File: config.mk
export PLATFORM = sky130hd
export DESIGN_NAME = instruction_dispatcher
export DESIGN_NICKNAME = d
export VERILOG_FILES = /design/src/rtl/dispatch_pkg.sv /design/src/rtl/instr_fifo.sv /design/src/rtl/instruction_dispatcher.sv
export SDC_FILE = /design/constraint.sdc
export NUM_CORES = 1
export LEC_CHECK = 0
export ABC_AREA = 1
export BUFFER_PORTS_ARGS = -buffer_cell sky130_fd_sc_hd__buf_4
export CAP_MARGIN = 0
export CORE_MARGIN = 3
export CORE_UTILIZATION = 47
export DETAILED_ROUTE_END_ITERATION = 16
export PLACE_DENSITY = 0.73
export SYNTH_ARGS = -nofsm -noshare
export SYNTH_HDL_FRONTEND = slang
export SYNTH_SLANG_ARGS = --single-unit
File: constraint.sdc
create_clock -name clk -period 4.4 [get_ports clk]
set_clock_uncertainty 0.05 [all_clocks]
set_input_delay 0.66 -clock clk [delete_from_list [all_inputs] [get_ports clk]]
set_output_delay 0.66 -clock clk [all_outputs]
set_load 0.05 [all_outputs]
File: src/rtl/dispatch_pkg.sv
// Shared definitions for the instruction dispatcher: instruction field
// layout, the NOP opcode and the dispatch state encoding.
package dispatch_pkg;

  localparam int INSTR_W = 24;
  localparam int TAG_W   = 8;

  localparam int OPC_HI = 23;
  localparam int OPC_LO = 16;
  localparam int OP1_HI = 15;
  localparam int OP1_LO = 8;
  localparam int OP2_HI = 7;
  localparam int OP2_LO = 0;

  localparam logic [7:0] NOP_OPCODE = 8'h00;

  typedef enum logic {
    IDLE,
    OFFER
  } state_t;

endpackage

File: src/rtl/instr_fifo.sv
// Synchronous FIFO holding {tag, instruction} entries. The caller only
// pushes when not full (or when popping in the same cycle) and only pops
// when not empty; pointers wrap naturally because DEPTH is a power of two.
module instr_fifo #(
  parameter int WIDTH = 32,
  parameter int DEPTH = 8
) (
  input  logic                       clk,
  input  logic                       reset,
  input  logic                       push,
  input  logic                       pop,
  input  logic [WIDTH-1:0]           wdata,
  output logic [WIDTH-1:0]           rdata,
  output logic [$clog2(DEPTH):0]     count,
  output logic                       full,
  output logic                       empty
);

  localparam int AW = $clog2(DEPTH);
  localparam int CW = AW + 1;

  logic [WIDTH-1:0] mem [DEPTH];
  logic [AW-1:0]    wr_ptr;
  logic [AW-1:0]    rd_ptr;

  // Pointer and occupancy bookkeeping.
  always_ff @(posedge clk) begin
    if (reset) begin
      wr_ptr <= '0;
      rd_ptr <= '0;
      count  <= '0;
    end else begin
      if (push) wr_ptr <= wr_ptr + 1'b1;
      if (pop)  rd_ptr <= rd_ptr + 1'b1;
      count <= count + CW'(push) - CW'(pop);
    end
  end

  // Storage array; contents are don't-care until written.
  always_ff @(posedge clk) begin
    if (push) mem[wr_ptr] <= wdata;
  end

  assign rdata = mem[rd_ptr];
  assign full  = (count == CW'(DEPTH));
  assign empty = (count == '0);

endmodule

File: src/rtl/instruction_dispatcher.sv
// Instruction dispatcher: deduplicates the loader's held write stream,
// buffers instructions with their slot tag, and hands each one exactly
// once to a processor core chosen round-robin among ready cores.
// Optional build macro DISPATCH_SKIP_NOP_EN: new writes carrying the NOP
// opcode are consumed by the dedup logic but never buffered.
module instruction_dispatcher #(
  parameter int NUM_CORES  = 4,
  parameter int FIFO_DEPTH = 8,
  parameter int INSTR_W    = dispatch_pkg::INSTR_W
) (
  input  logic                          clk,
  input  logic                          reset,
  input  logic                          wr_en,
  input  logic [7:0]                    wr_addr,
  input  logic [INSTR_W-1:0]            wr_data,
  input  logic                          load_done,
  output logic                          in_ready,
  output logic [NUM_CORES-1:0]          core_valid,
  input  logic [NUM_CORES-1:0]          core_ready,
  output logic [INSTR_W-1:0]            core_instr,
  output logic [7:0]                    core_tag,
  output logic [$clog2(FIFO_DEPTH):0]   fifo_count,
  output logic                          overflow,
  output logic                          all_dispatched
);

  import dispatch_pkg::*;

  localparam int PTR_W = (NUM_CORES > 1) ? $clog2(NUM_CORES) : 1;
  localparam int ENT_W = INSTR_W + 8;

  state_t              state;
  logic [PTR_W-1:0]    sel;
  logic [PTR_W-1:0]    rr_ptr;
  logic [7:0]          last_addr;
  logic                have_last;
  logic                done_seen;

  logic                new_write;
  logic                is_nop;
  logic                push_req;
  logic                push;
  logic                pop;
  logic [ENT_W-1:0]    head;
  logic                fifo_full;
  logic                fifo_empty;
  logic [PTR_W-1:0]    pick;

  // First ready core at or after ptr, wrapping around the core range.
  function automatic logic [PTR_W-1:0] rr_pick(input logic [PTR_W-1:0]     ptr,
                                               input logic [NUM_CORES-1:0] rdy);
    logic [PTR_W-1:0] res;
    logic             found;
    int               idx;
    res   = '0;
    found = 1'b0;
    for (int i = 0; i < NUM_CORES; i++) begin
      idx = int'(ptr) + i;
      if (idx >= NUM_CORES) idx = idx - NUM_CORES;
      if (!found && rdy[PTR_W'(idx)]) begin
        found = 1'b1;
        res   = PTR_W'(idx);
      end
    end
    return res;
  endfunction

  assign new_write = wr_en && (!have_last || (wr_addr != last_addr));

`ifdef DISPATCH_SKIP_NOP_EN
  assign is_nop = (wr_data[OPC_HI:OPC_LO] == NOP_OPCODE);
`else
  assign is_nop = 1'b0;
`endif

  assign push_req = new_write && !is_nop;
  assign pop      = (state == OFFER) && core_ready[sel];
  // A full FIFO still accepts when the head leaves on the same edge.
  assign push     = push_req && (!fifo_full || pop);
  assign pick     = rr_pick(rr_ptr, core_ready);

  instr_fifo #(
    .WIDTH (ENT_W),
    .DEPTH (FIFO_DEPTH)
  ) u_fifo (
    .clk   (clk),
    .reset (reset),
    .push  (push),
    .pop   (pop),
    .wdata ({wr_addr, wr_data}),
    .rdata (head),
    .count (fifo_count),
    .full  (fifo_full),
    .empty (fifo_empty)
  );

  assign in_ready = !fifo_full;

  // Last accepted slot address; only meaningful once have_last is set.
  always_ff @(posedge clk) begin
    if (new_write) last_addr <= wr_addr;
  end

  // Dispatch FSM, dedup/completion flags and registered core outputs.
  always_ff @(posedge clk) begin
    if (reset) begin
      state          <= IDLE;
      sel            <= '0;
      rr_ptr         <= '0;
      core_valid     <= '0;
      core_instr     <= '0;
      core_tag       <= '0;
      have_last      <= 1'b0;
      done_seen      <= 1'b0;
      overflow       <= 1'b0;
      all_dispatched <= 1'b0;
    end else begin
      if (new_write) have_last <= 1'b1;
      if (load_done) done_seen <= 1'b1;
      if (push_req && fifo_full && !pop) overflow <= 1'b1;
      all_dispatched <= done_seen && fifo_empty && (state == IDLE);

      case (state)
        IDLE: begin
          if (!fifo_empty && (|core_ready)) begin
            sel        <= pick;
            core_valid <= NUM_CORES'(1) << pick;
            core_instr <= head[INSTR_W-1:0];
            core_tag   <= head[ENT_W-1:INSTR_W];
            state      <= OFFER;
          end
        end
        OFFER: begin
          // The offer stays up until the selected core takes it.
          if (core_ready[sel]) begin
            core_valid <= '0;
            rr_ptr     <= (sel == PTR_W'(NUM_CORES - 1)) ? '0 : sel + 1'b1;
            state      <= IDLE;
          end
        end
        default: state <= IDLE;
      endcase
    end
  end

endmodule

==> results of run 1 <==
-- layout make-up --
| cell class | instances | area (um^2) |
|---|---|---|
| inverter | 38 | 144 |
| clock inverter | 16 | 144 |
| fill | 2123 | 11500 |
| multi-input combinational | 588 | 3120 |
| tap | 335 | 419 |
| timing repair buffer | 98 | 798 |
| clock buffer | 46 | 958 |
| sequential | 319 | 9030 |
-- routing by layer --
metal,vias up,global-route usage (%),wire length (um)
met3,49,3.12,1470
met1,3929,25.1,11500
met2,263,29.6,12900
met5,-,0,0
met4,0,7.29,666
li1,3838,-,-
-- how the worst max path moves through the flow --
stage	from	endpoint	slack [ns]	cells past startpoint
finish	sel[0]$_SDFFE_PP0P_	u_fifo.mem[5][16]$_DFFE_PP_	1.50	9
global route	u_fifo.rd_ptr[0]$_SDFFE_PP0P_	core_instr[19]$_SDFFE_PP0P_	1.27	6
CTS	sel[0]$_SDFFE_PP0P_	u_fifo.mem[5][16]$_DFFE_PP_	1.51	9
detailed placement	core_ready[2]	u_fifo.mem[5][22]$_DFFE_PP_	1.22	10
global placement	core_ready[2]	u_fifo.mem[5][22]$_DFFE_PP_	1.33	10
floorplan	u_fifo.count[2]$_SDFF_PP0_	u_fifo.mem[1][0]$_DFFE_PP_	0.71	9
-- per-stage QoR --
stage               setup slack [ns]  cells
floorplan                      0.707   1009
global placement                1.33   1378
detailed placement              1.22   1378
CTS                             1.51   1440
global route                    1.27   1440
finish                          1.50   1440
-- worst register-to-register path, delay by kind of cell (launching register included) --
family / cells / cell delay [ns]
simple gates: 5 / 1.50
flops: 1 / 0.45
buf+inv: 2 / 0.38
compound gates: 2 / 0.22
-- kinds of logic (layout without fill, tap and decap cells) --
| kind of cell | Yosys count | count (layout) | share of synthesized area (%) |
|---|---|---|---|
| fa+ha+maj | 10 | 10 | 1.06 |
| buf+inv | 102 | 198 | 3.53 |
| flops | 319 | 319 | 72.1 |
| simple gates | 250 | 250 | 8.62 |
| compound gates | 323 | 323 | 14.4 |
| xor+xnor | 5 | 5 | 0.350 |
-- power breakdown --
| group | internal (W) | switching, W | leakage [nW] |
|---|---|---|---|
| combinational | 0.000836 | 0.00206 | 1.77 |
| clock | 0.00165 | 0.00112 | 0.540 |
| sequential | 0.00363 | 0.000208 | 2.86 |
| total | 0.00612 | 0.00339 | 5.17 |
-- state kept, by name, summed over array words and instances (netlist names) --
signal,flops
all_dispatched,1
core_instr,24
core_tag,8
core_valid,4
done_seen,1
have_last,1
last_addr,8
overflow,1
rr_ptr,2
sel,2
state,1
u_fifo.count,4
u_fifo.mem,256
u_fifo.rd_ptr,3
u_fifo.wr_ptr,3
-- synthesized netlist by cell type --
library cell,number,share of area [%]
edfxtp_1,264,63
clkbuf_1,41,1.2
buf_2,13,0.52
clkbuf_2,1,0.040
fa_1,1,0.16
inv_2,8,0.24
or2_2,1,0.050
nand2_1,60,1.8
nor2_2,2,0.10
xor2_1,1,0.070
nor3_1,3,0.12
nand2_4,4,0.36
a21oi_1,48,1.9
buf_4,7,0.42
inv_1,30,0.90
a21o_1,1,0.060
xnor2_1,4,0.28
nand2_2,16,0.80
o221ai_1,32,2.2
nor2_4,1,0.090
nand3_1,11,0.44
ha_1,9,0.90
nand3_2,5,0.40
o22ai_1,33,1.6
a21oi_2,2,0.14
o21ai_1,35,1.4
dfxtp_1,55,8.8
nand4_1,3,0.15
nor2_1,144,4.3
o21a_1,2,0.12
o211ai_1,2,0.12
o21ai_0,168,6.7
buf_6,2,0.18
==> results.md, run 1 <==
* Status: completed
* Cell Area, Placed at 13500 um^2
* Hold Path Cell Cnt at 3
* Slew Limit Fails at 0
* # DRC at 0
* Worst-path clk slew at 0.06 ns
* Mapped Area at 12500 um^2
* Final instance area at 14600 um^2
* Setup tns final at 0 ns
* Commonest non-fill, non-tap cell in the layout: edfxtp_1
* Gr usage total at 18.4%
* Clk root buf: clkbuf_16
* Hold-critical path endpoint: done_seen$_SDFFE_PP0P_
* WHS at 0.311 ns
* DR vias at 8079
* Unique cell type count in the Yosys netlist at 33
* Initial DRC count at 765
* Initial Util at 47.9%
* Layout area overhead at 16.7%
* Post-synthesis area per instance at 12.4 um^2
* Setup crit end kind: register
* Port Buffer Count at 82
* CP Buf/Inv Count at 2
* Vias in the first global route at 7888
* Layout cell share with drive strength beyond 1 at 17.5%
* Worst hold path type: in -> reg
* Max Fclk at 345 MHz
* Leakage at 5.17 nW
* Worst path arrival time at 3.06 ns
* Critical path's slowest cell: nor2_4
* Final Hold Violating Endpoints at 0
* WS Path Type: reg -> reg
* Inserted Clock Buffers at 34
* CTS tree: yes
* Gpl congestion at 0.847
* Critical path data required time at 4.56 ns
* Pin count of the biggest net entering global routing at 75
* Worst r2r src: sel[0]$_SDFFE_PP0P_
* Initial antenna violation count at 0
* Fin nets at 1129
* Resized cells post-CTS at 0
* Vias per std cell at 5.61
* Final wirelength at 26500 um
* ANT cells at 0
* Clk buf depth at 3
* Ports at 83
* Die Footprint at 28600 um^2
* RR Endpoint: u_fifo.mem[5][16]$_DFFE_PP_
* RSZ-0062 raised after global routing: no
* Worst r2r path cells at 9
* H-tree levels at 2
* Die span in y at 169 um
* Worst stage delay on the critical path at 0.53 ns
* CP cell instances: a21oi_1, o21ai_1, nand3_1, nand2_1, nand3_2, inv_2, nand2_1, nor2_4, buf_12
* Syn Nets at 1059
* Max Cap Violations at 0
* Fin util at 55.9%
* Most frequent cells in the layout: 264 x edfxtp_1, 168 x o21ai_0, 136 x nor2_1, 93 x buf_4, 60 x nand2_1
* DR pass1 iterations at 5
* Hold Path Origin: load_done
* Gr ovfl total at 0
* Row count at 59
* Most common cell on crit path: nand2_1
* R2r setup slk at 1.50 ns
* Clk_lat worst skew at 0.52 ns
* Horiz. Die Dim at 169 um
* Final setup fails at 0
* First-pass GRT wire length at 41900 um
* CP startpoint kind: register
* Wire length per cell at 18.4 um
* Clock sinks at 319
* Slew @ Worst Pin at 0.809 ns
* Fin crit period at 2.90 ns
* Power Total at 0.00950 W
* Tcrit/Tclk final at 65.9%
* Number of synthesized register bits at 319
* Sequential share of the synthesized area at 72.1%
* Warnings from Yosys at 0
* Gate Count Post-Synth at 1009
* Post-CTS Setup Bufs at 0
* Core Region at 26100 um^2
* CP Max Fanout at 19
* Hpwl dp at 15200 um
* CTS Hold Bufs at 0
* CP top delay family: simple AND/OR/NAND/NOR gates
* Power Density at 650 nW/um^2
* Peak VDD IR at 0.000384 V
* Worst slew margin at 46.0%
* DRT antenna net count at 0
No activity file was read; power rests on OpenSTA's default activity.
==> run 2, diff against run 1 <==
PLACE_DENSITY = 0.76   (was 0.73)
clock period = 2.6 ns   (was 4.4 ns; I/O delays follow)
==> run 2 against run 1 <==
Non-clock buffer count rose by 18. Via count up 1.0%. Critical path depth did not move. Final cell count increased by 0.90%. Core utilization grew 0.54 points. Sequential power grew 67%.
==> results.md, run 2 (same netlist as run 1, synthesis figures left out) <==
* Fin util at 56.5% (was 55.9%)
* Critical path data required time at 2.80 ns (was 4.56 ns)
* Horiz. Die Dim at 169 um (unchanged)
* Worst stage delay on the critical path at 0.44 ns (was 0.53 ns)
* Final wirelength at 27400 um (was 26500 um)
* Most common cell on crit path: nand2_1 (unchanged)
* Gr ovfl total at 0 (unchanged)
* Setup crit end kind: register (unchanged)
* Core Region at 26100 um^2 (unchanged)
* Gpl congestion at 0.842 (was 0.847)
* Most frequent cells in the layout: 264 x edfxtp_1, 168 x o21ai_0, 136 x nor2_1, 98 x buf_4, 60 x nand2_1 (was 264 x edfxtp_1, 168 x o21ai_0, 136 x nor2_1, 93 x buf_4, 60 x nand2_1)
* Inserted Clock Buffers at 31 (was 34)
* Row count at 59 (unchanged)
* CTS Hold Bufs at 6 (was 0)
* DRT antenna net count at 0 (unchanged)
* Initial DRC count at 811 (was 765)
* Finished Layout Cells at 1453 (was 1440)
* Slew Limit Fails at 0 (unchanged)
* First-pass GRT wire length at 42800 um (was 41900 um)
* WS Path Type: reg -> reg (unchanged)
* Hpwl dp at 16500 um (was 15200 um)
* Die Footprint at 28600 um^2 (unchanged)
* Setup tns final at 0 ns (unchanged)
* Top flop regs: u_fifo.mem x256, core_instr x24 (unchanged)
* Port Buffer Count at 82 (unchanged)
* Layout area overhead at 17.8% (was 16.7%)
* Final setup fails at 0 (unchanged)
* Final Hold Violating Endpoints at 0 (unchanged)
* Leakage at 5.22 nW (was 5.17 nW)
* Clock sinks at 319 (unchanged)
* Status: completed (unchanged)
* Max Cap Violations at 0 (unchanged)
* Critical path's slowest cell: dfxtp_1 (was nor2_4)
* Max Fclk at 432 MHz (was 345 MHz)
* CP Max Fanout at 10 (was 19)
* Vias per std cell at 5.62 (was 5.61)
* Max reg flops at 256 (unchanged)
* Clk buf depth at 3 (unchanged)
* Worst path arrival time at 2.52 ns (was 3.06 ns)
* Initial antenna violation count at 0 (unchanged)
* Pin count of the biggest net entering global routing at 130 (was 75)
* Pre-CTS WS at 0.211 ns (was 1.22 ns)
* CP top delay family: simple AND/OR/NAND/NOR gates (unchanged)
* Initial Util at 47.9% (unchanged)
* DR pass1 iterations at 5 (unchanged)
* Vias in the first global route at 8097 (was 7888)
* Slew @ Worst Pin at 0.804 ns (was 0.809 ns)
* Layout cell share with drive strength beyond 1 at 18.7% (was 17.5%)
* ANT cells at 0 (unchanged)
* Gr usage total at 18.8% (was 18.4%)
* Clk root buf: clkbuf_16 (unchanged)
* Power Density at 1080 nW/um^2 (was 650 nW/um^2)
* CP startpoint kind: register (unchanged)
* CTS tree: yes (unchanged)
* Peak VDD IR at 0.000777 V (was 0.000384 V)
* Worst hold path type: in -> reg (unchanged)
* Die span in y at 169 um (unchanged)
* Worst slew margin at 46.3% (was 46.0%)
* Post-CTS Setup Bufs at 0 (unchanged)
* H-tree levels at 1 (was 2)
* Fin crit period at 2.32 ns (was 2.90 ns)
* Worst-path clk slew at 0.06 ns (about the same)
* DR vias at 8160 (was 8079)
* Resized cells post-CTS at 0 (unchanged)
* Final setup margin at 0.285 ns (was 1.50 ns)
* Commonest non-fill, non-tap cell in the layout: edfxtp_1 (unchanged)
* Fin nets at 1144 (was 1129)
* Dpl cells at 1390 (was 1378)
* # DRC at 0 (unchanged)
* Ports at 83 (unchanged)
* Largest reg by FF count: u_fifo.mem (unchanged)
* Clk_lat worst skew at 0.56 ns (was 0.52 ns)
* CP Buf/Inv Count at 2 (unchanged)
* Wire length per cell at 18.8 um (was 18.4 um)
* CP cell instances: a21oi_1, o21ai_1, nand3_1, nand2_1, nand3_2, inv_2, nand2_1, nor2_4, buf_4 (was a21oi_1, o21ai_1, nand3_1, nand2_1, nand3_2, inv_2, nand2_1, nor2_4, buf_12)
* RSZ-0062 raised after global routing: no (unchanged)
* Tcrit/Tclk final at 89.1% (was 65.9%)
run 2: per-stage QoR:
| step | hold WS [ns] | total power [W] | cell area, um^2 |
|---|---|---|---|
| floorplan | 0.364 | 0.0101 | 12600 |
| global placement | 0.375 | 0.0115 | 13700 |
| detailed placement | 0.386 | 0.0117 | 13700 |
| CTS | 0.00175 | 0.0160 | 14800 |
| global route | 0.00118 | 0.0167 | 14800 |
| finish | 0.0253 | 0.0159 | 14800 |
run 2: where the power goes:
part           switching (W)  internal (W)
Clock                0.00187       0.00244
Combinational        0.00364       0.00151
Sequential          0.000287       0.00614
Total                0.00579        0.0101
run 2: path summary, 6_finish.rpt:
path / to / startpoint / slack (ns) / cells after the start
min reg2reg: done_seen$_SDFFE_PP0P_ / done_seen$_SDFFE_PP0P_ / 0.40 / 2
min: u_fifo.mem[7][17]$_DFFE_PP_ / wr_data[17] / 0.03 / 1
max: u_fifo.mem[5][11]$_DFFE_PP_ / sel[0]$_SDFFE_PP0P_ / 0.28 / 9
max reg2reg: u_fifo.mem[5][11]$_DFFE_PP_ / sel[0]$_SDFFE_PP0P_ / 0.28 / 9
run 2: cell type report:
class	instances	area (um^2)
Multi-Input combinational cell	588	3130
Timing Repair Buffer	116	1040
Tap cell	335	419
Sequential cell	319	9030
Clock buffer	33	803
Fill cell	2076	11400
Inverter	38	144
Clock inverter	24	186
run 2: routing by layer:
| layer | global-route usage, % | vias up | wire length (um) |
|---|---|---|---|
| met5 | 0 | - | 0 |
| met4 | 7.65 | 0 | 838 |
| met3 | 3.17 | 61 | 1840 |
| met2 | 31.2 | 294 | 13200 |
| met1 | 24.8 | 3939 | 11400 |
| li1 | - | 3866 | - |
